## src/rtl/fpu_esc_dispatcher.sv

```systemverilog
// fpu_esc_dispatcher: issues CPU ESC instructions to the 8087 port and returns one completion record each.
module fpu_esc_dispatcher #(
    parameter int TIMEOUT_CYCLES = 1024,
    parameter int READY_GUARD    = 1
) (
    input  logic        clk,
    input  logic        reset,
    input  logic        esc_valid,
    output logic        esc_ready,
    input  logic [7:0]  esc_opcode,
    input  logic [7:0]  esc_modrm,
    input  logic [79:0] esc_mem_data,
    input  logic [31:0] esc_int_data,
    output logic [7:0]  fpu_opcode,
    output logic [7:0]  fpu_modrm,
    output logic        fpu_execute,
    output logic [79:0] fpu_data_in,
    output logic [31:0] fpu_int_data_in,
    input  logic        fpu_ready,
    input  logic        fpu_error,
    input  logic [79:0] fpu_data_out,
    input  logic [31:0] fpu_int_data_out,
    output logic        fpu_busy,
    output logic        res_valid,
    output logic [79:0] res_data,
    output logic [31:0] res_int_data,
    output logic        res_store,
    output logic        res_error,
    output logic        res_timeout,
    output logic        res_illegal
);
    localparam logic [2:0] IDLE = 3'd0, ISSUE = 3'd1, GUARD = 3'd2, WAIT = 3'd3, DONE = 3'd4;
    localparam int CW = $clog2(TIMEOUT_CYCLES + 1);
    localparam int GW = $clog2(READY_GUARD + 1);
    localparam logic [CW-1:0] CNT_LAST = CW'(TIMEOUT_CYCLES - 1);
    localparam logic [GW-1:0] GRD_LAST = GW'(READY_GUARD - 1);

    logic [2:0]    state;
    logic [CW-1:0] cnt;
    logic [GW-1:0] gcnt;
    logic          legal;
    logic          store;
    logic [2:0]    rg;

    assign legal = esc_opcode[7:3] == 5'b11011;
    assign rg = fpu_modrm[5:3];
    // classification uses the latched instruction, which is stable until DONE
    assign store = (fpu_modrm[7:6] != 2'b11) &&
                   (((fpu_opcode == 8'hD9 || fpu_opcode == 8'hDD) && (rg == 3'd2 || rg == 3'd3)) ||
                    ((fpu_opcode == 8'hDB || fpu_opcode == 8'hDF) && (rg == 3'd2 || rg == 3'd3 || rg == 3'd7)));

    assign esc_ready   = state == IDLE;
    assign fpu_execute = state == ISSUE;
    assign fpu_busy    = state != IDLE;
    assign res_valid   = state == DONE;

    always_ff @(posedge clk or posedge reset) begin
        if (reset) begin
            state           <= IDLE;
            cnt             <= '0;
            gcnt            <= '0;
            fpu_opcode      <= '0;
            fpu_modrm       <= '0;
            fpu_data_in     <= '0;
            fpu_int_data_in <= '0;
            res_data        <= '0;
            res_int_data    <= '0;
            res_store       <= 1'b0;
            res_error       <= 1'b0;
            res_timeout     <= 1'b0;
            res_illegal     <= 1'b0;
        end else begin
            case (state)
                IDLE: if (esc_valid) begin
                    fpu_opcode      <= esc_opcode;
                    fpu_modrm       <= esc_modrm;
                    fpu_data_in     <= esc_mem_data;
                    fpu_int_data_in <= esc_int_data;
                    if (legal) state <= ISSUE;
                    else begin
                        state        <= DONE;
                        res_illegal  <= 1'b1;
                        res_store    <= 1'b0;
                        res_error    <= 1'b0;
                        res_timeout  <= 1'b0;
                        res_data     <= '0;
                        res_int_data <= '0;
                    end
                end
                ISSUE: begin
                    state <= GUARD;
                    gcnt  <= '0;
                end
                GUARD: if (gcnt == GRD_LAST) begin
                    state <= WAIT;
                    cnt   <= '0;
                end else gcnt <= gcnt + 1'b1;
                WAIT: begin
                    cnt <= cnt + 1'b1;
                    // ready takes priority over a coincident watchdog expiry
                    if (fpu_ready) begin
                        state        <= DONE;
                        res_error    <= fpu_error;
                        res_store    <= store;
                        res_data     <= store ? fpu_data_out : '0;
                        res_int_data <= store ? fpu_int_data_out : '0;
                        res_timeout  <= 1'b0;
                        res_illegal  <= 1'b0;
                    end else if (cnt == CNT_LAST) begin
                        state        <= DONE;
                        res_error    <= 1'b0;
                        res_store    <= store;
                        res_data     <= '0;
                        res_int_data <= '0;
                        res_timeout  <= 1'b1;
                        res_illegal  <= 1'b0;
                    end
                end
                DONE:    state <= IDLE;
                default: state <= IDLE;
            endcase
        end
    end
endmodule

```

## config.mk

```make
export PLATFORM = sky130hd
export DESIGN_NAME = fpu_esc_dispatcher
export DESIGN_NICKNAME = d
export VERILOG_FILES = /design/src/rtl/fpu_esc_dispatcher.sv
export SDC_FILE = /design/constraint.sdc
export NUM_CORES = 1
export LEC_CHECK = 0
export CELL_PAD_IN_SITES_DETAIL_PLACEMENT = 0
export CELL_PAD_IN_SITES_GLOBAL_PLACEMENT = 2
export CORE_ASPECT_RATIO = 0.7
export CORE_UTILIZATION = 25
export CTS_CLUSTER_DIAMETER = 60
export DETAILED_ROUTE_END_ITERATION = 8
export PLACE_DENSITY = 0.87
export SETUP_SLACK_MARGIN = 0.1
export SYNTH_ARGS = -nofsm -noshare
export SYNTH_HDL_FRONTEND = slang
export SYNTH_SLANG_ARGS = --single-unit
```

## constraint.sdc

```tcl
create_clock -name clk -period 12.2 [get_ports clk]
set_clock_uncertainty 0.05 [all_clocks]
set_input_delay 3.66 -clock clk [delete_from_list [all_inputs] [get_ports clk]]
set_output_delay 3.66 -clock clk [all_outputs]
set_load 0.02 [all_outputs]
```

==> key figures <==
Synthesis
  • Commonest cells post-synth: 258 x dfrtp_1, 128 x mux2_2, 115 x a22o_1, 23 x buf_2, 14 x nand2_1
  • Cell taking the most area after synthesis: dfrtp_1
  • Yosys cell types: 38
  • Post-synthesis sequential area ratio: 66.6%
  • EDFF count, synth: 0
  • Yosys reg bits: 258
  • Post-Syn Instances: 628
  • Synth Cell Area: 0.00969 sq mm
  • Syn_area_per_cell: 15.4 sq um
  • Share of flip-flops with an asynchronous set or reset: 100%
  • Mapped Nets: 874
  • Main area contributors after synthesis: dfrtp_1 67%, mux2_2 15%, a22o_1 10%, buf_2 1.2%, mux2i_1 0.72%
  • YS warnings: 0
  • Dominant synthesized flop cell: dfrtp_1
  • Most common cell in the synthesized netlist: dfrtp_1
  • Synth top area share: 66.6%

Power
  • Maximum VDD drop: 116 uV
  • Pwr Total: 3.49 mW
  • Leakage: 6.74 nW
  • PD cells: 218 mW/mm^2

STA
  • Setup ws final: 6.02 ns
  • Fin crit period: 6.18 ns
  • Setup Viol. Count Final: 0
  • Total negative setup slack: 0 ns
  • Tightest Pin Transition: 1.15 ns
  • RSZ-0062 raised after global routing: false
  • Max Clk Rate: 162 MHz
  • Number of hold violations in the final report: 0
  • Final period util: 50.7%
  • Max_slew headroom: 23.1%
  • Slew Limit Fails: 0

Setup path
  • Arr. time, crit path: 6.63 ns
  • CP Capture Type: flip-flop
  • Worst r2r src: cnt[0]
  • Worst Setup SP: esc_opcode[6]
  • CP startpoint kind: input pin
  • Req. time, crit path: 12.65 ns
  • Critical Setup Path Class: input pin to flip-flop
  • Critical Path Fanout Max: 77

GRT
  • Total track usage: 16.3%
  • Initial antenna violation count: 4
  • Overflow after GRT: 0
  • Pin count of the biggest net entering global routing: 127
  • First-pass GRT wire length: 49300 um
  • Vias in the first global route: 7785

CTS
  • # resized after CTS: 0
  • CTS Hold Buffers Added: 0
  • Clk buf depth: 3
  • H-tree depth: 1
  • CTS tree: yes
  • Clock transition at path regs: 0.06 ns
  • Clk sinks: 258
  • Postcts setup bufs: 0
  • Insertion delay to the later sink of the worst-skew pair: 0.56 ns
  • CTS Buf Count: 29
  • Clock root cell: clkbuf_16

Floorplan
  • Die height: 167 um
  • Cell row count: 59
  • Top-level I/O count: 493
  • Die area: 0.0396 sq mm
  • Die Wd: 237 um
  • Core Region: 0.0376 sq mm
  • Initial core utilization: 25.7%

Finish
  • Syn-to-layout area delta: 65.0%
  • Layout cells sized above 1: 16.7%
  • Footprint of the multi-input gates: 0.00298 sq mm
  • Filler instances: 3485
  • Ant. Diodes: 0
  • Fin util: 42.4%
  • Register area: 0.00646 sq mm
  • Fin nets: 1360

Min path
  • Hold Path Origin: res_data[23]
  • HP Class: flip-flop to flip-flop

Flow run
  • Max-cap violations: 0

Route
  • Total iterations of the first detailed-routing run: 4
  • Wire per inst: 20.3 um
  • DRC viols: 0
  • DRT iter0 DRCs: 307
  • Post-DRT Antenna Nets: 0
  • Detailed-route wire length: 32900 um
  • Drt via density: 4.45
  • Via Count: 7225

Place
  • Port Buf Inserts: 492
  • DP Worst Slack: 5.37 ns
  • Gpl congestion: 0.763
  • Post-DP HPWL: 24200 um

Outcome
  • Status: complete, no violations
routing by layer:
layer,up-vias,share of wire (%),GRT usage [%]
met5,-,0.11,0
met4,6,3.2,4.80
met3,58,8.2,5.54
met2,296,49,28.3
met1,3569,39,19.1
li1,3296,-,-
state kept, by name, indices dropped and copies added, names as in the netlist:
name / count
res_error: 1
fpu_modrm: 8
res_timeout: 1
res_illegal: 1
fpu_data_in: 80
res_data: 80
res_int_data: 32
fpu_opcode: 8
fpu_int_data_in: 32
cnt: 11
state: 3
res_store: 1
path summary, 6_finish.rpt:
| kind | to | slack (ns) | cells past startpoint |
|---|---|---|---|
| setup / recovery | res_data[38] | 6.02 | 6 |
| hold / removal | res_data[23] | 0.45 | 1 |
| setup reg to reg | res_data[38] | 8.87 | 6 |
| hold reg to reg | res_data[23] | 0.45 | 1 |
| max in group asynchronous | fpu_data_in[55] | 6.83 | 3 |
| min in group asynchronous | res_int_data[15] | 3.61 | 2 |
critical path, stage by stage:
cell and delay (ns):
clkdlybuf4s50_1 0.55, and4b_1 0.30, a21boi_2 0.12, o22ai_4 0.86
buf_4 0.77, a22o_1 0.27
cell families after synthesis:
kind of cell	synth area share [%]
flip-flops	66.6
AO/OA/AOI/OAI	11.9
multiplexers	15.6
buffers and inverters	2.85
AND/OR/NAND/NOR	2.78
XOR/XNOR	0.0904
adder cells (fa/ha/maj)	0.129
cell type report:
| cell class | count | share of cell area [%] |
|---|---|---|
| Tap cell | 488 | 3.82 |
| Sequential cell | 258 | 40.4 |
| Clock inverter | 17 | 1.06 |
| Clock buffer | 35 | 4.81 |
| Inverter | 4 | 0.141 |
| Timing Repair Buffer | 499 | 31.1 |
| Multi-Input combinational cell | 322 | 18.6 |
cell usage in the layout, fill, tap and decap left out, types with 4 or more instances in the layout:
master           synthesis  final
a22o_1                 115    115
buf_4                    8      7
clkbuf_1                 7      4
clkbuf_16                0     29
clkdlybuf4s50_1          0    492
clkinv_2                 0      6
clkinvlp_4               0      5
dfrtp_1                258    258
mux2_2                 128    128
mux2i_1                  7      7
nand2_1                 14     14
nand3_1                  4      4
nor2_1                   8      8
nor3_1                   4      4
o21ai_0                 11     11
report_power, final:
part	leakage [nW]	total, mW	internal (mW)	switching (mW)
registers	3.31	1.22	1.09	0.134
logic	2.98	1.40	0.709	0.686
clock network	0.449	0.869	0.494	0.374
through the flow:
stage / hold WS [ns] / cell area (sq um) / instances
6_report: 0.451 / 16000 / 1623
5_1_grt: 0.468 / 16000 / 1623
4_1_cts: 0.453 / 16000 / 1623
3_5_place_dp: 0.438 / 15000 / 1571
3_3_place_gp: 0.431 / 15000 / 1571
2_1_floorplan: 0.436 / 9690 / 628
Note: power is estimated with default switching activity, not from simulation.
